$ cat config.mk
export PLATFORM = sky130hd
export DESIGN_NAME = memory_arbiter
export DESIGN_NICKNAME = d
export VERILOG_FILES = /design/src/rtl/cpu_types_pkg.sv /design/src/rtl/starve_counter.sv /design/src/rtl/memory_arbiter.sv
export SDC_FILE = /design/constraint.sdc
export NUM_CORES = 1
export LEC_CHECK = 0
export CORE_AREA = 2 2 104 106
export CTS_CLUSTER_DIAMETER = 30
export CTS_CLUSTER_SIZE = 16
export DETAILED_ROUTE_END_ITERATION = 6
export DIE_AREA = 0 0 106 108
export DONT_BUFFER_PORTS = 1
export MAX_ROUTING_LAYER = met4
export PLACE_DENSITY = 0.37
export SYNTH_ARGS = -nofsm -noshare
export SYNTH_HDL_FRONTEND = slang
export SYNTH_SLANG_ARGS = --single-unit
$ cat constraint.sdc
create_clock -name CLK -period 3.72 [get_ports CLK]
set_input_delay 0.372 -clock CLK [delete_from_list [all_inputs] [get_ports CLK]]
set_output_delay 0.372 -clock CLK [all_outputs]
set_load 0.02 [all_outputs]
$ cat src/rtl/cpu_types_pkg.sv
// Shared CPU/memory types: RAM handshake state, machine word, arbiter FSM state.
// Latency: n/a (types and constants only).
// Backpressure: n/a.
package cpu_types_pkg;

    // Machine word used for addresses and data on both sides of the arbiter.
    typedef logic [31:0] word_t;

    // RAM model handshake state; ACCESS marks the cycle the request completes.
    typedef enum logic [1:0] {
        FREE   = 2'd0,
        BUSY   = 2'd1,
        ACCESS = 2'd2,
        ERROR  = 2'd3
    } ramstate_t;

    // Arbiter ownership of the single RAM port.
    typedef enum logic [1:0] {
        IDLE   = 2'd0,
        IGRANT = 2'd1,
        DGRANT = 2'd2
    } arb_state_t;

    // Width of the starvation counter; STARVE_MAX must fit (1..15).
    localparam int CNT_W = 4;

    // A data-side request is pending when either the load or the store enable is up.
    function automatic logic data_req(input logic ren, input logic wen);
        return ren | wen;
    endfunction

endpackage

$ cat src/rtl/starve_counter.sv
// Saturating count of data grants completed while an instruction fetch waits.
// Latency: updates on the clock edge after clr/inc; clr wins over inc.
// Backpressure: none; holds at STARVE_MAX until cleared.
module starve_counter
    import cpu_types_pkg::*;
#(
    parameter int unsigned STARVE_MAX = 4
) (
    input  logic             clk,
    input  logic             rst,
    input  logic             clr,
    input  logic             inc,
    output logic [CNT_W-1:0] count
);

    localparam logic [CNT_W-1:0] MAX_CNT = CNT_W'(STARVE_MAX);

    logic sat;

    // Saturation flag stops the increment at the configured ceiling.
    always_comb begin
        sat = (count == MAX_CNT);
    end

    // Count register: clear has priority, increment only below the ceiling.
    always_ff @(posedge clk or posedge rst) begin
        if (rst) begin
            count <= '0;
        end else if (clr) begin
            count <= '0;
        end else if (inc && !sat) begin
            count <= count + 1'b1;
        end
    end

endmodule

$ cat src/rtl/memory_arbiter.sv
// Single-port RAM arbiter: data path has priority, instruction fetch forced after STARVE_MAX data grants.
// Latency: one IDLE arbitration cycle, then strobe; completion in the cycle the RAM reports ACCESS.
// Backpressure: iwait/dwait stay high until ACCESS in the owner's grant; requesters hold their inputs stable.
module memory_arbiter
    import cpu_types_pkg::*;
#(
    parameter int unsigned STARVE_MAX = 4
) (
    input  logic      CLK,
    input  logic      nRST,
    input  logic      iREN,
    input  word_t     iaddr,
    output logic      iwait,
    output word_t     iload,
    input  logic      dREN,
    input  logic      dWEN,
    input  word_t     daddr,
    input  word_t     dstore,
    output logic      dwait,
    output word_t     dload,
    output logic      ramREN,
    output logic      ramWEN,
    output word_t     ramaddr,
    output word_t     ramstore,
    input  word_t     ramload,
    input  ramstate_t ramstate
);

    localparam logic [CNT_W-1:0] MAX_CNT = CNT_W'(STARVE_MAX);

    arb_state_t       state;
    arb_state_t       next_state;
    logic [CNT_W-1:0] starve_cnt;
    logic             cnt_clr;
    logic             cnt_inc;
    logic             dreq;
    logic             i_done;
    logic             d_done;
    logic             data_allowed;

    starve_counter #(
        .STARVE_MAX (STARVE_MAX)
    ) u_starve (
        .clk   (CLK),
        .rst   (nRST),
        .clr   (cnt_clr),
        .inc   (cnt_inc),
        .count (starve_cnt)
    );

    // Data wins arbitration unless a waiting fetch has already been passed over STARVE_MAX times.
    always_comb begin
        dreq         = data_req(dREN, dWEN);
        data_allowed = (starve_cnt < MAX_CNT) || !iREN;
    end

    // Grant register; async reset drops any grant with no partial completion.
    always_ff @(posedge CLK or posedge nRST) begin
        if (nRST) begin
            state <= IDLE;
        end else begin
            state <= next_state;
        end
    end

    // Arbitration, RAM strobe/address mux and completion detection.
    always_comb begin
        next_state = state;
        ramREN     = 1'b0;
        ramWEN     = 1'b0;
        ramaddr    = '0;
        ramstore   = '0;
        cnt_clr    = 1'b0;
        cnt_inc    = 1'b0;
        i_done     = 1'b0;
        d_done     = 1'b0;
        case (state)
            IDLE: begin
                if (dreq && data_allowed) begin
                    next_state = DGRANT;
                end else if (iREN) begin
                    next_state = IGRANT;
                end
            end
            IGRANT: begin
                if (!iREN) begin
                    // Fetch withdrawn: release the port, starvation history untouched.
                    next_state = IDLE;
                end else begin
                    ramREN  = 1'b1;
                    ramaddr = iaddr;
                    if (ramstate == ACCESS) begin
                        i_done     = 1'b1;
                        cnt_clr    = 1'b1;
                        next_state = IDLE;
                    end
                end
            end
            DGRANT: begin
                if (!dreq) begin
                    next_state = IDLE;
                end else begin
                    ramaddr  = daddr;
                    ramstore = dstore;
                    // A store beats a load if the control unit raises both.
                    ramWEN   = dWEN;
                    ramREN   = !dWEN;
                    if (ramstate == ACCESS) begin
                        d_done     = 1'b1;
                        next_state = IDLE;
                        if (iREN) begin
                            cnt_inc = 1'b1;
                        end else begin
                            cnt_clr = 1'b1;
                        end
                    end
                end
            end
            default: begin
                next_state = IDLE;
            end
        endcase
    end

    // Waits track the raw requests; load data is an unqualified pass-through of the RAM.
    always_comb begin
        iwait = iREN & ~i_done;
        dwait = dreq & ~d_done;
        iload = ramload;
        dload = ramload;
    end

endmodule

==> impl_metrics.toml, run 1 <==
[timing]
final_hold_viol_count = 0
drv_slew = 0
grt_setup_unrepaired = "false"
finalCriticalPeriod_ns = 2.656
fmax_mhz = 376.6
finalClockSkew_ns = 0.002040
tns_ns = 0
worst_pin_slew_ns = 0.8006
post-route-period-util_pct = 71.39
relSlewSlack_pct = 46.15
setup_viol = 0

[power]
ir_worst_vdd_mv = 0.1833
power_mw = 1.054
powerDensity_mw_per_mm2 = 772.2
p_leak_nw = 0.4555

[die]
core_area_mm2 = 0.01023
initial_utilization_pct = 16.31
die_h_um = 108
die_x_um = 106
num_io_pins = 267
rows = 37
dieArea_mm2 = 0.01145

[synth]
synthCells = 229
syn_area_per_cell_um2 = 7.289
syn-num-nets = 370
synth_edf_count = 0
yosysTopAreaCell = "buf_4"
synthFlopType = "dfrtp_1"
netlist.area_leader.share_pct = 29.24
synth-seq-cells = 6
netlist-cell-type-count = 28
ys_async_sr_fraction_pct = 100.0
netlist_area_mm2 = 0.001669
ys_warn_count = 0
yosysSeqAreaShare_pct = 8.996
synth_area_leaders = "buf_4 (29%), a22oi_1 (14%), and2_1 (13%)"

[min_path]
hp-class = "in -> reg"

[placement]
routabilityCongestion = 0.7740
dp_hpwl_mm = 4.693
port_buffers = 0

[final_layout]
final_net_count = 300
area_growth_pct = -18.22
multi_input_area_um2 = 952.2
drive_above_1_share_pct = 5.096
fillerInstances = 1195
seq_area_um2 = 150.1
antenna_cells = 0

[setup_path]
worstSetupPathType = "reg -> out"
worstSetupStartpointType = "flop"
cp.required_ns = 3.35
cp_max_fo = 35
crit_arrival_ns = 2.28
critPathCaptureType = "output port"

[grt]
grt_pass1_vias = 1210
grt_use_met3_pct = 2.592
grt_use_met2_pct = 16.36
grt_pass1_wl_mm = 7.010
grt_usage_pct = 8.389
grt_max_degree = 36
met1_usage_pct = 7.645
grt.busiest_layer = "met2"
overflow = 0
antenna_found_initial = 0

[route]
vias = 1326
wire_per_inst_um = 18.93
drt-vias-per-instance = 4.526
drc_errors = 0
postRouteAntennaNets = 0
first_iter_violations = 83
firstDrtPassIters = 4
wl_mm = 5.547

[cts]
clk_pin_slew_ns = 0.04
cts_tree = "done"
htreeDepth = 1
post_cts_buffers = 0
cts_root_buf = "clkbuf_8"
ctsResizeCount = 0
clk_latency_ns = 0.22
cts_buffers = 3
clock_path_buffers = 2
clock-sinks = 6

[outcome]
status = "finished, final reports clean"

[flow_run]
drv_cap = 0
[critical path: stages, from the launching register on]
cell	delay (ns)
dfrtp_1	0.39
inv_1	0.12
ha_1	0.26
o21a_2	0.64
a22oi_1	0.18
nor2b_1	0.45
[layout by cell type (no fill, tap or decap), drive strengths merged]
cell type,instances
nor2b,34
and2,34
a22oi,32
ha,6
dfrtp,6
inv,5
nor2,5
o21ai,5
xnor2,3
clkbuf,3
buf,3
nand2,2
a21oi,2
nand3b,2
a21boi,2
nor4,2
nor3,1
a211oi,1
o311ai,1
and3,1
and3b,1
o21a,1
nand4b,1
mux2i,1
or2b,1
nand4,1
dlygate4sd3,1
[worst paths after layout]
path,startpoint,to,slack [ns],cells past startpoint
max reg2reg,state[0],u_starve.count[1],1.40,7
max in group asynchronous,nRST,state[1],3.00,2
min reg2reg,u_starve.count[1],u_starve.count[1],0.60,2
max,state[0],ramaddr[30],1.06,5
min in group asynchronous,nRST,u_starve.count[0],0.52,2
min,iREN,state[0],0.34,2
[kinds of logic after synthesis]
group	Yosys count	share of synthesized area (%)
xor gates and xnor gates	3	1.575
muxes	1	0.5997
buffers and inverters	84	34.03
adders and majority gates	6	4.498
DFF	6	8.995
AOI/OAI and AO/OA	44	19.04
and+or+nand+nor	85	31.26
[flip-flops by register name, summed over array words and instances, names as in the netlist]
signal          count
u_starve.count      4
state               2
[final cells by class]
class                   count  share of cell area, %
well taps                 136                  12.47
repair buffers              4                  2.383
multi-input cells         139                  69.75
clock buffers               3                  3.025
flip-flops and latches      6                  11.00
inverters                   5                  1.375
[power breakdown]
part | switching [mW] | internal, mW | leakage, nW | total [mW]
logic | 0.585 | 0.258 | 0.356 | 0.843
clock network | 0.0286 | 0.0696 | 0.0216 | 0.0982
registers | 0.0235 | 0.0895 | 0.0776 | 0.113
[metal layers]
metal | share of wire [%] | up-vias | wire length [µm]
met3 | 14 | 14 | 769
met5 | 0 | - | 0
met1 | 30 | 586 | 1648
met2 | 54 | 171 | 2976
met4 | 2.7 | 0 | 151
li1 | - | 555 | -
[through the flow]
| step | std cells | area, µm² | util, % | setup slack (ns) | hold slack [ns] |
|---|---|---|---|---|---|
| 3_3_place_gp | 289 | 1314 | 12.84 | 1.358 | 0.2025 |
| 4_1_cts | 293 | 1365 | 13.34 | 1.017 | 0.3354 |
| 5_1_grt | 293 | 1365 | 13.34 | 0.8868 | 0.3601 |
| 3_5_place_dp | 289 | 1314 | 12.84 | 1.265 | 0.2025 |
| 2_1_floorplan | 229 | 1669 | - | 1.804 | 0.1630 |
| 6_report | 293 | 1365 | 13.34 | 1.064 | 0.3400 |
[synthesized netlist by cell type, types with 2 or more instances]
cell type,count
nor2_1,5
nand3b_1,2
nor4_1,2
o21ai_0,4
nand2_1,2
nor2b_1,34
and2_1,34
buf_2,7
dfrtp_1,6
inv_1,5
a21boi_0,2
buf_4,65
clkbuf_1,7
a21oi_1,2
ha_1,6
a22oi_1,32
xnor2_1,3
[timing repair]
item	CTS	global route
hold buffers	1	0
hold endpoints to repair	6	0
endpoints found under the setup margin	0	0
(Power assumes the default switching activity.)
==> run 2: changes to the inputs <==
--- a/config.mk
+++ b/config.mk
@@ -12,7 +12,7 @@
 export DIE_AREA = 0 0 106 108
 export DONT_BUFFER_PORTS = 1
 export MAX_ROUTING_LAYER = met4
-export PLACE_DENSITY = 0.37
+export PLACE_DENSITY = 0.38
 export SYNTH_ARGS = -nofsm -noshare
 export SYNTH_HDL_FRONTEND = slang
 export SYNTH_SLANG_ARGS = --single-unit
==> constraint.sdc (replaced) <==
create_clock -name CLK -period 2.1 [get_ports CLK]
set_input_delay 0.21 -clock CLK [delete_from_list [all_inputs] [get_ports CLK]]
set_output_delay 0.21 -clock CLK [all_outputs]
set_load 0.02 [all_outputs]
==> run 2 against run 1 <==
Count of clock-buffer cells in the layout is the same. Critical path depth grew 2. Setup slack lost 0.95 ns. Combinational power grew 120%. Clock power grew 78%. Hold slack lost 0.15 ns. Power grew 110%. Via count grew 7.7%. First-iteration DRC count shrank 1.2%. Largest cell class unchanged.
==> impl_metrics.toml, run 2 (same netlist as run 1, synthesis figures left out) <==
[grt]
grt_usage_pct = 8.550
grt.busiest_layer = "met2"
grt_use_met3_pct = 2.893
antenna_found_initial = 1
overflow = 0
grt_use_met2_pct = 16.04
grt_pass1_vias = 1301
grt_max_degree = 66
grt_pass1_wl_mm = 7.314
met1_usage_pct = 7.729

[power]
pwr-share-clk_pct = 7.9
power_frac_seq_pct = 8.9
p_leak_nw = 0.6658
p_switching_mw = 1.178
power_mw = 2.205
p_sw_share_pct = 53.42
comb_power_share_pct = 83.1
p_int_mw = 1.027
ir_worst_vdd_mv = 0.4928
powerDensity_mw_per_mm2 = 1290

[setup_path]
cp_max_fo = 33
crit_arrival_ns = 1.77
worstSetupPathType = "reg -> out"
worstSetupStartpointType = "flop"
critPathCaptureType = "output port"
crit_start = "state[0]"
r2r_start = "state[0]"
cp.required_ns = 1.89

[die]
die_x_um = 106
rows = 37
num_io_pins = 267
die_h_um = 108
core_area_mm2 = 0.01023
initial_utilization_pct = 16.31
dieArea_mm2 = 0.01145

[timing]
drv_slew = 0
finalCriticalPeriod_ns = 1.982
setup_viol = 0
finalClockSkew_ns = 0.005358
worst_pin_slew_ns = 0.4469
relSlewSlack_pct = 70.30
final_hold_viol_count = 0
post-route-period-util_pct = 94.37
fmax_mhz = 504.6
setup_slack_ns = 0.1182

[route]
drt-vias-per-instance = 4.340
first_iter_violations = 82
drc_errors = 0
vias = 1428
wl_mm = 6.002
firstDrtPassIters = 4
wire_per_inst_um = 18.24
postRouteAntennaNets = 0

[final_layout]
antenna_cells = 0
final_cell_mix = "buf_4 (35), nor2b_1 (34), and2_1 (33), a22oi_1 (32), dfrtp_1 (6)"
drive_above_1_share_pct = 24.35
largestRegisters = "u_starve.count (4), state (2)"
area_growth_pct = 2.399
final_common_cell = "buf_4"
top_register = "u_starve.count"
largest_register_ffs = 4
finalCoreUtilization_pct = 16.71
final_area_mm2 = 0.001709
fillerInstances = 1159
final_net_count = 336

[flow_run]
drv_cap = 0

[cts]
clk_pin_slew_ns = 0.03
post_cts_buffers = 0
cts_tree = "done"
clock_path_buffers = 2
clock-sinks = 6
cts_buffers = 3
cts_root_buf = "clkbuf_8"
clk_latency_ns = 0.23
htreeDepth = 1

[placement]
routabilityCongestion = 0.7833
port_buffers = 0
placed_cell_area_mm2 = 0.001594
dp_hpwl_mm = 4.668
dp_slack_ns = 0.2536

[outcome]
status = "finished, final reports clean"

[min_path]
hp-class = "in -> reg"
hold_start = "iREN"
-- run 2: cell count changes in the layout (fill, tap and decap cells not counted), sizes merged --
| cell | previous run | this run |
|---|---|---|
| buf | 3 | 37 |
| clkbuf | 3 | 5 |
-- run 2: path summary, 6_finish.rpt --
check | to | slack (ns) | cells past startpoint
max | ramaddr[4] | 0.12 | 7
min | state[0] | 0.19 | 2
max reg2reg | u_starve.count[0] | 0.44 | 7
min reg2reg | u_starve.count[3] | 0.58 | 2
max in group asynchronous | state[0] | 1.52 | 2
min in group asynchronous | u_starve.count[2] | 0.36 | 2
-- run 2: worst max-delay path: stages (launching register included) --
cell and delay (ns):
dfrtp_1 0.39, inv_1 0.11, ha_2 0.23, o21a_4 0.18, buf_12 0.19, a22oi_1 0.10, nor2b_1 0.15, buf_4 0.16
-- run 2: timing repair --
item                       in CTS  in global routing
resized for setup               0                  5
setup endpoints to repair       0                 14
hold endpoints to repair        6                  0
hold buffers                    1                  0
-- run 2: through the flow --
stage | hold slack [ns] | std cells | TNS [ns]
after floorplan | 0.0009591 | 229 | 0
after global placement | 0.04468 | 323 | 0
after detailed placement | 0.05067 | 323 | 0
after CTS | 0.1908 | 327 | 0
after global routing | 0.2012 | 329 | -0.002515
final | 0.1893 | 329 | 0
-- run 2: cell type report --
cell class	count	area, µm²	area share (%)
repair buffers	40	362.8	21.23
inverters	5	18.77	1.098
well taps	136	170.2	9.956
multi-input cells	139	965.9	56.52
clock buffers	3	41.29	2.416
flip-flops and latches	6	150.1	8.785
-- run 2: metal layers --
| layer | up-vias | share of wire [%] |
|---|---|---|
| li1 | 628 | - |
| met5 | - | 0 |
| met1 | 624 | 34 |
| met3 | 17 | 12 |
| met2 | 159 | 50 |
| met4 | 0 | 3.5 |
-- run 2: power by group through the flow --
stage	clock [mW]	sequential, mW	combinational, mW
3_5_place_dp	0	0.198	1.74
5_1_grt	0.191	0.204	1.97
4_1_cts	0.181	0.197	1.75
3_3_place_gp	0	0.199	1.73
6_report	0.175	0.197	1.83
2_1_floorplan	0	0.189	1.47
==> run 3: changes to the inputs <==
--- a/config.mk
+++ b/config.mk
@@ -5,14 +5,15 @@
 export SDC_FILE = /design/constraint.sdc
 export NUM_CORES = 1
 export LEC_CHECK = 0
-export CORE_AREA = 2 2 104 106
+export CORE_AREA = 2 2 103 105
 export CTS_CLUSTER_DIAMETER = 30
 export CTS_CLUSTER_SIZE = 16
 export DETAILED_ROUTE_END_ITERATION = 6
-export DIE_AREA = 0 0 106 108
+export DIE_AREA = 0 0 105 107
 export DONT_BUFFER_PORTS = 1
 export MAX_ROUTING_LAYER = met4
-export PLACE_DENSITY = 0.38
+export PLACE_DENSITY = 0.41
 export SYNTH_ARGS = -nofsm -noshare
 export SYNTH_HDL_FRONTEND = slang
+export SYNTH_HIERARCHICAL = 1
 export SYNTH_SLANG_ARGS = --single-unit
==> run 3 against run 2 <==
Setup slack worse by 0.0070 ns. Largest power group unchanged. Largest cell class unchanged. Highest routed layer unchanged. Sequential share of layout area down 0.49 points. Count of clock-buffer cells in the layout is the same.
==> impl_metrics.toml, run 3 <==
[outcome]
status = "finished, final reports clean"

[synth]
ys_async_sr_fraction_pct = 100.0
synthFlopType = "dfrtp_1"
ys_warn_count = 6
yosysMostFrequentCell = "buf_4"
netlist_area_mm2 = 0.001942
yosysSeqAreaShare_pct = 7.732
synth-seq-cells = 6
syn-num-nets = 376
synthCells = 235
synth_area_leaders = "buf_4 (26%), a22oi_2 (13%), and2_1 (11%)"
synth_edf_count = 0
syn_area_per_cell_um2 = 8.263
synth_common_cells = "buf_4 (66), and2_1 (33), nor2b_2 (21)"
netlist-cell-type-count = 34
netlist.area_leader.share_pct = 25.52
yosysTopAreaCell = "buf_4"

[final_layout]
antenna_cells = 0
multi_input_area_mm2 = 0.001137
largest_register_ffs = 4
area_growth_pct = -5.992
final_common_cell = "and2_1"
final_area_mm2 = 0.001826
final_net_count = 333
top_register = "u_starve/count"
fillerInstances = 1143
finalCoreUtilization_pct = 18.09
seq_area_um2 = 151.4
drive_above_1_share_pct = 41.58
final_cell_mix = "and2_1 (33), buf_4 (24), nor2b_2 (21), a22oi_2 (20), nor2b_1 (14)"
largestRegisters = "u_starve/count (4), state (2)"

[timing]
grt_setup_unrepaired = "false"
relSlewSlack_pct = 65.66
holdWs_ns = 0.1955
tns_ns = 0
fmax_mhz = 502.8
drv_slew = 0
setup_viol = 0
final_hold_viol_count = 0
finalCriticalPeriod_ns = 1.989
finalClockSkew_ns = 0.0001933
setup_slack_ns = 0.1111
worst_pin_slew_ns = 0.5167
post-route-period-util_pct = 94.71

[grt]
overflow = 0
grt_usage_pct = 8.736
grt_pass1_vias = 1285
grt_max_degree = 39
grt_pass1_wl_mm = 7.445
antenna_found_initial = 0

[setup_path]
r2r_start = "state[0]"
crit_arrival_ns = 1.78
reg2regPathDepth = 7
critPathCaptureType = "output port"
r2r_slack_ns = 0.15
r2r_end = "u_starve/count[0]"
endpoint = "ramaddr[1]"
crit_start = "state[0]"
cp_max_fo = 28
worstSetupStartpointType = "flop"
cp.required_ns = 1.89
worstSetupPathType = "reg -> out"

[die]
initial_utilization_pct = 19.24
dieArea_mm2 = 0.01124
rows = 37
core_area_mm2 = 0.01009
num_io_pins = 267
die_x_um = 105
die_h_um = 107

[cts]
htreeDepth = 1
clk_pin_slew_ns = 0.04
cts_tree = "done"
cts_buffers = 3
cts_root_buf = "clkbuf_8"
clock-sinks = 6
clk_latency_ns = 0.22
clock_path_buffers = 2

[route]
vias = 1386
firstDrtPassIters = 4
first_iter_violations = 59
drc_errors = 0
postRouteAntennaNets = 0
wire_per_inst_um = 17.20
drt-vias-per-instance = 4.252
wl_mm = 5.607

[flow_run]
drv_cap = 0

[power]
ir_worst_vdd_mv = 0.3174
p_leak_nw = 0.6299
powerDensity_mw_per_mm2 = 1274

[placement]
dp_slack_ns = 0.08724
placed_cell_area_mm2 = 0.001642
port_buffers = 0
dp_hpwl_mm = 4.582
routabilityCongestion = 0.7204

[min_path]
hp-class = "in -> reg"
[run 3: cell types whose count changed after synthesis, sizes merged, moves of 3 or more]
cell    delta
xnor2      -3
buf        +3
nand2b     +4
clkbuf     -4
o21ai      -4
inv        +3
nand2      +4
[run 3: how the worst min path moves through the flow]
stage	startpoint	end	slack, ns	cells after the start
after floorplan	nRST	state[0]	-0.05	1
after global placement	nRST	state[0]	-0.03	1
after CTS	iREN	state[0]	0.19	2
after detailed placement	nRST	state[0]	-0.04	1
after global routing	iREN	state[0]	0.20	2
final	iREN	state[0]	0.20	2
[run 3: area by class of cell]
| class | instances | area share [%] |
|---|---|---|
| well taps | 136 | 9.321 |
| inverters | 8 | 1.645 |
| flip-flops and latches | 6 | 8.293 |
| repair buffers | 30 | 16.18 |
| multi-input cells | 143 | 62.30 |
| clock buffers | 3 | 2.262 |
[run 3: worst max-delay path, stage by stage (launching register included)]
cell	delay [ns]
dfrtp_1	0.43
inv_1	0.11
ha_2	0.23
o21a_4	0.19
buf_12	0.20
a22oi_1	0.10
nor2b_1	0.13
buf_4	0.15
[run 3: cells by family after synthesis]
kind of cell             Yosys count  share of synthesized area (%)
adder cells (fa/ha/maj)            6                          3.866
AND/OR/NAND/NOR                   91                          31.06
multiplexers                       2                          1.095
buffers and inverters             86                          34.15
AO/OA/AOI/OAI                     44                          22.10
flip-flops                         6                          7.732
[run 3: repair_timing]
item	CTS	global route
resized for setup	6	3
setup endpoints to repair	32	26
cloned	0	1
hold buffers	1	0
pin swaps	1	1
setup buffers	0	8
endpoints found under the hold margin	6	0
[run 3: report_power, final]
| part | internal (mW) | switching, mW |
|---|---|---|
| clock | 0.123 | 0.0504 |
| combinational | 0.852 | 1.06 |
| sequential | 0.169 | 0.0668 |
| total | 1.14 | 1.18 |
[run 3: per-layer routing]
layer | wire [µm] | track usage [%] | vias up
met1 | 1876 | 8.398 | 649
li1 | - | - | 630
met2 | 3025 | 16.19 | 96
met5 | 0 | - | -
met4 | 42 | 2.286 | 0
met3 | 662 | 3.647 | 11
[run 3: per-stage QoR]
| step | total power, mW | cells |
|---|---|---|
| after CTS | 2.226 | 317 |
| after detailed placement | 2.006 | 313 |
| after global placement | 1.969 | 313 |
| after global routing | 2.518 | 326 |
| final | 2.326 | 326 |
| after floorplan | 1.913 | 235 |
